`config.mk`:
```
export PLATFORM = sky130hd
export DESIGN_NAME = pipe_stage_skid
export DESIGN_NICKNAME = d
export VERILOG_FILES = /design/src/rtl/pipe_stage_skid.sv
export SDC_FILE = /design/constraint.sdc
export NUM_CORES = 1
export LEC_CHECK = 0
export CAP_MARGIN = 10
export CORE_MARGIN = 2
export CORE_UTILIZATION = 40
export CTS_BUF_LIST = sky130_fd_sc_hd__clkbuf_8
export DETAILED_ROUTE_END_ITERATION = 8
export PLACE_DENSITY_LB_ADDON = 0.2
export SLEW_MARGIN = 0
export SYNTH_ARGS = -nofsm -noshare
export SYNTH_HDL_FRONTEND = slang
export SYNTH_SLANG_ARGS = --single-unit
export TNS_END_PERCENT = 30
```
`constraint.sdc`:
```
create_clock -name clk -period 6.6 [get_ports clk]
set_input_delay 0.99 -clock clk [delete_from_list [all_inputs] [get_ports clk]]
set_output_delay 0.99 -clock clk [all_outputs]
set_load 0.02 [all_outputs]
```
`src/rtl/pipe_stage_skid.sv`:
```
// Two-entry skid-buffered pipeline stage (head + skid) carrying wb/wreg/rd/alu fields.
// Optional build macro PIPE_STAGE_PERF_EN adds stall_cycles/bubble_cycles counters.
module pipe_stage_skid #(
    parameter int DATA_W = 32,
    parameter int WB_W   = 2,
    parameter int REG_W  = 5
) (
    input  logic              clk,
    input  logic              rst,
    input  logic              en_reg,
    input  logic              flush,
    input  logic              in_valid,
    output logic              in_ready,
    input  logic [WB_W-1:0]   in_wb,
    input  logic [REG_W-1:0]  in_wreg,
    input  logic [DATA_W-1:0] in_rd,
    input  logic [DATA_W-1:0] in_alu,
    output logic              out_valid,
    input  logic              out_ready,
    output logic [WB_W-1:0]   out_wb,
    output logic [REG_W-1:0]  out_wreg,
    output logic [DATA_W-1:0] out_rd,
    output logic [DATA_W-1:0] out_alu,
    output logic [1:0]        occupancy
`ifdef PIPE_STAGE_PERF_EN
    ,
    output logic [31:0]       stall_cycles,
    output logic [31:0]       bubble_cycles
`endif
);

    logic              head_valid, skid_valid;
    logic [WB_W-1:0]   head_wb, skid_wb;
    logic [REG_W-1:0]  head_wreg, skid_wreg;
    logic [DATA_W-1:0] head_rd, skid_rd;
    logic [DATA_W-1:0] head_alu, skid_alu;
    logic              accept, do_release;

    // in_ready depends only on registered state and en_reg, never on out_ready
    assign in_ready   = en_reg & ~skid_valid & ~rst;
    assign accept     = in_valid & in_ready;
    assign do_release = head_valid & out_ready & en_reg;

    always_ff @(posedge clk or posedge rst) begin
        if (rst) begin
            head_valid <= 1'b0;
            skid_valid <= 1'b0;
            head_wb    <= '0;
            head_wreg  <= '0;
            head_rd    <= '0;
            head_alu   <= '0;
            skid_wb    <= '0;
            skid_wreg  <= '0;
            skid_rd    <= '0;
            skid_alu   <= '0;
        end else if (en_reg) begin
            if (flush) begin
                head_valid <= 1'b0;
                skid_valid <= 1'b0;
            end else if (do_release && skid_valid) begin
                head_wb    <= skid_wb;
                head_wreg  <= skid_wreg;
                head_rd    <= skid_rd;
                head_alu   <= skid_alu;
                skid_valid <= 1'b0;
            end else if (do_release) begin
                head_valid <= accept;
                if (accept) begin
                    head_wb   <= in_wb;
                    head_wreg <= in_wreg;
                    head_rd   <= in_rd;
                    head_alu  <= in_alu;
                end
            end else if (accept) begin
                if (head_valid) begin
                    skid_valid <= 1'b1;
                    skid_wb    <= in_wb;
                    skid_wreg  <= in_wreg;
                    skid_rd    <= in_rd;
                    skid_alu   <= in_alu;
                end else begin
                    head_valid <= 1'b1;
                    head_wb    <= in_wb;
                    head_wreg  <= in_wreg;
                    head_rd    <= in_rd;
                    head_alu   <= in_alu;
                end
            end
        end
    end

    // A bubble must never write back, so wb is gated; the data fields simply hold
    assign out_valid = head_valid;
    assign out_wb    = head_valid ? head_wb : '0;
    assign out_wreg  = head_wreg;
    assign out_rd    = head_rd;
    assign out_alu   = head_alu;
    assign occupancy = {1'b0, head_valid} + {1'b0, skid_valid};

`ifdef PIPE_STAGE_PERF_EN
    function automatic logic [31:0] sat_inc(input logic [31:0] value, input logic inc);
        return (inc && value != 32'hFFFF_FFFF) ? value + 32'd1 : value;
    endfunction

    always_ff @(posedge clk or posedge rst) begin
        if (rst) begin
            stall_cycles  <= '0;
            bubble_cycles <= '0;
        end else if (en_reg) begin
            if (flush) begin
                stall_cycles  <= '0;
                bubble_cycles <= '0;
            end else begin
                stall_cycles  <= sat_inc(stall_cycles, head_valid & ~out_ready);
                bubble_cycles <= sat_inc(bubble_cycles, ~head_valid);
            end
        end
    end
`endif

endmodule

```
# [After elaboration in Yosys (flattened, before gate mapping)]
# Cells that the tools add are included.
# W data, S select, Z words.
[word_totals] ff_bits=144 latchBits=0 ramBits=0 rom_bits=0 out_inout_bits=75 elab_cells=63 memories=0
[op_classes] addsub=1 n_mul=0 n_div=0 magnitude_cmp=0 eq_ne=3 shifts=0 muxes=30 bitwise_logic=10 reduce_logical=9
[ops] cell="$mux W32" count=10
[ops] cell="$mux W5" count=5
[ops] cell="$mux W2" count=6
[ops] cell="$mux W1" count=9
[ops] cell="$reduce_bool A3 Y1" count=3
[ops] cell="$reduce_and A4 Y1" count=2
[ops] cell="$reduce_and A6 Y1" count=1
[ops] cell="$and A1 B1 Y1" count=5
[ops] cell="$not A1 Y1" count=5
[ops] cell="$ne A3 B1 Y1 const B" count=1
[ops] cell="$ne A3 B2 Y1 const B" count=1
[ops] cell="$reduce_and A3 Y1" count=1
[ops] cell="$add A1 B1 Y2" count=1
[ops] cell="$ne A2 B2 Y1 const B" count=1
[ops] cell="$reduce_bool A2 Y1" count=1
[ops] cell="$logic_and A1 B1 Y1" count=1

# [Depth between registers and ports, before layout]
[depth] word_depth=8 ltp_mapped=4 ltp_nobuf=3

# [Worst setup path after synthesis]
# Ideal clock, no wire load.
[synth_path] path_kind="in2out" start="in rst" end="out in_ready" t_arrival_ns=4.538 slack_ns=1.072 stages=2 n_path_buf=0 cell_sequence="inv_1 > and3_1"
[synth_via] elab_chain_len=2
[synth_lines] element="start: declaration" line_no="9" text="input logic rst,"
[synth_lines] element="$not A1 Y1" line_no="40" text="assign in_ready = en_reg & ~skid_valid & ~rst;"
[synth_lines] element="$and A1 B1 Y1" line_no="40"
[synth_lines] element="end: declaration" line_no="13" text="output logic in_ready,"
# Every way passes these cells.

# [Final worst setup path]
# Ends and elaborated chain as after synthesis.

==> flow_summary.json <==
{
  "ff2ff_setup_slack_ns": 4.39,
  "tns_ns": 0,
  "numPortBuffers": 151,
  "core_um2": 15310,
  "wl_um": 12840,
  "p_per_area_nw_per_um2": 311.1,
  "via_per_inst": 4.882,
  "worst_path_most_repeated_cell": "clkdlybuf4s50_1",
  "synthToLayoutAreaGrowth_pct": 34.23,
  "fp-row-count": 45,
  "synth_top_family_by_area": "multiplexers",
  "die_h_um": 129.5,
  "endpoint_kind": "output port",
  "hold_depth": 1,
  "period_minus_slack_ns": 3.901,
  "yosys_warnings": 0,
  "routedWlPerCell_um": 16.49,
  "cts_tree": "built",
  "clk_path_buf_depth": 2,
  "synth-xor-area-share_pct": 0,
  "grt_pass1_vias": 4145,
  "slew_violations": 0,
  "yosysMostFrequentCell": "mux2_2",
  "cts_root_buf": "clkbuf_8",
  "cts_resized": 0,
  "grt_usage_pct": 16.21,
  "tightest_slew_ns": 0.8272,
  "vdd_drop_max_v": 0.0001625,
  "antenna_found_initial": 0,
  "finalPower_w": 0.002630,
  "dieWidth_um": 129.5,
  "gp_congestion": 0.7037,
  "required_ns": 5.61,
  "max_freq_ghz": 0.2563,
  "syn-instance-count": 399,
  "initial_core_util_pct": 41.13,
  "final_hold_viol_count": 0,
  "async_flop_share_pct": 100.0,
  "r2r-end": "skid_rd[16]$_DFFE_PP0P_",
  "yosysSeqAreaShare_pct": 57.21,
  "final_net_count": 633,
  "vias": 3803,
  "leakage_nw": 3.723,
  "synthAdderAreaFrac_pct": 0.1986,
  "ctsHoldBuffers": 0,
  "pwr-share-clk_pct": 30.0,
  "io_pins": 152,
  "synth-edff-count": 0,
  "dp_hpwl_um": 8453,
  "setup.worst_path.class": "in -> out",
  "finClkSkew_ns": 0.007974,
  "cap_violations": 0,
  "reg2reg_depth": 4,
  "swShare_pct": 28.08,
  "synth_flop_cell": "dfrtp_1",
  "r2r_start": "skid_valid$_DFFE_PP0P_",
  "min_path_type": "reg -> reg",
  "cts_inserted_buffers": 17,
  "synth_compound_area_share_pct": 0.5761,
  "holdWs_ns": 0.4876,
  "slew_headroom_pct": 44.86,
  "muxShareOfSynthArea_pct": 38.08,
  "cts.sinks": 144,
  "rsz0062_at_grt": "false",
  "internal-power_w": 0.001892,
  "n_antenna_cell": 0,
  "netSwitchingPower_w": 0.0007385,
  "grt_pass1_wl_um": 20800,
  "drc": 0,
  "htree_levels": 4,
  "grt_overflow_total": 0,
  "die-area_um2": 16770,
  "synthTopCellsByCount": "207 x mux2_2, 144 x dfrtp_1, 7 x buf_2, 7 x buf_6, 7 x clkbuf_1",
  "combPwrFrac_pct": 27.1,
  "crit_path_max_fanout": 79,
  "min-delay-start": "skid_rd[20]$_DFFE_PP0P_",
  "critPathMaxStageDelay_ns": 0.61,
  "grt_max_degree": 80,
  "post_cts_buffers": 0,
  "ys_top_cells_by_area": "dfrtp_1 57%, mux2_2 37%, buf_6 1.3%",
  "syn_area_per_cell_um2": 15.79,
  "p_seq_share_pct": 42.9,
  "synth-simple-area-share_pct": 1.589,
  "yosysTopAreaCellShare_pct": 57.21,
  "synth_area_um2": 6299,
  "status": "complete, no violations",
  "clk_pin_slew_worst_paths_ns": 0.07,
  "drtIter0Drc": 95,
  "arrival_ns": 2.91,
  "cp_cell_sequence": "clkdlybuf4s50_1, inv_6, and3_1, clkdlybuf4s50_1",
  "finalSetupViolCount": 0,
  "worstHoldEndpoint": "skid_rd[20]$_DFFE_PP0P_",
  "startpoint_type": "primary input",
  "drtAntennaViolNets": 0,
  "synth_largest_area_cell": "dfrtp_1",
  "fillCellCount": 1260,
  "dr.pass1.iters": 4,
  "drive_gt1_share_pct": 44.01,
  "clk_latency_ns": 0.44,
  "synth_fp_nets": 477,
  "period_share_pct": 59.11,
  "slowest_stage": "clkdlybuf4s50_1",
  "ys_seq_elements": 144,
  "yosysUniqueCellTypes": 21
}
==> worst max-delay path, delay by kind of cell <==
family	cells	cell delay [ns]
buf+inv	3	1.67
simple gates	1	0.25
==> layer usage <==
metal,track usage [%],wire length [µm],vias to the layer above
li1,-,-,1751
met1,21.52,6056,1931
met2,24.40,5729,110
met3,5.987,900,11
met4,6.072,157,0
met5,0,0,-
==> area by class of cell <==
| type | count | area, µm² | share of cell area [%] |
|---|---|---|---|
| Clock buffer | 17 | 234.0 | 2.767 |
| Clock inverter | 15 | 217.7 | 2.575 |
| Inverter | 2 | 12.51 | 0.1480 |
| Multi-Input combinational cell | 232 | 2559 | 30.26 |
| Sequential cell | 144 | 3603 | 42.62 |
| Tap cell | 211 | 264.0 | 3.123 |
| Timing Repair Buffer | 158 | 1564 | 18.50 |
==> metrics by stage <==
stage                     util [%]  area, µm²  setup WS, ns  std cells
final                        55.20       8454         2.699        779
after detailed placement     52.25       8003         2.650        747
after floorplan                  -       6299         1.072        399
after global routing         55.20       8454         2.528        779
after CTS                    55.20       8454         2.630        779
after global placement       52.25       8003         2.665        747
==> cells by family after synthesis <==
group,after synthesis
and+or+nand+nor,14
DFF,144
buffers and inverters,23
AOI/OAI and AO/OA,4
adders and majority gates,1
muxes,213
==> state kept, by name, summed over array words and instances (netlist names) <==
register,cells
out_alu,32
skid_alu,32
out_rd,32
skid_valid,1
skid_wb,2
skid_wreg,5
head_wb,2
out_valid,1
skid_rd,32
out_wreg,5
==> power groups by stage <==
stage               clock network (W)  registers [W]  logic [W]
floorplan                           0        0.00130   0.000189
global placement                    0        0.00114   0.000711
detailed placement                  0        0.00115   0.000720
CTS                          0.000809        0.00113   0.000723
global route                 0.000853        0.00115   0.000756
finish                       0.000789        0.00113   0.000713
==> layout by cell type, fill, tap and decap left out, drive strengths merged, types with 2 or more instances in the layout <==
cell type,count
clkinv,5
and2,2
mux2,213
nand2,3
bufinv,5
inv,4
clkinvlp,3
clkdlybuf4s50,151
clkbuf,17
buf,7
dfrtp,144
and3,2
nand2b,2
==> worst max-delay path by stage <==
stage                     startpoint       end  slack [ns]
after CTS                        rst  in_ready        2.63
after global placement           rst  in_ready        2.66
after floorplan                  rst  in_ready        1.07
after detailed placement         rst  in_ready        2.65
final                            rst  in_ready        2.70
after global routing             rst  in_ready        2.53
Power figures use the tool's default switching activity.
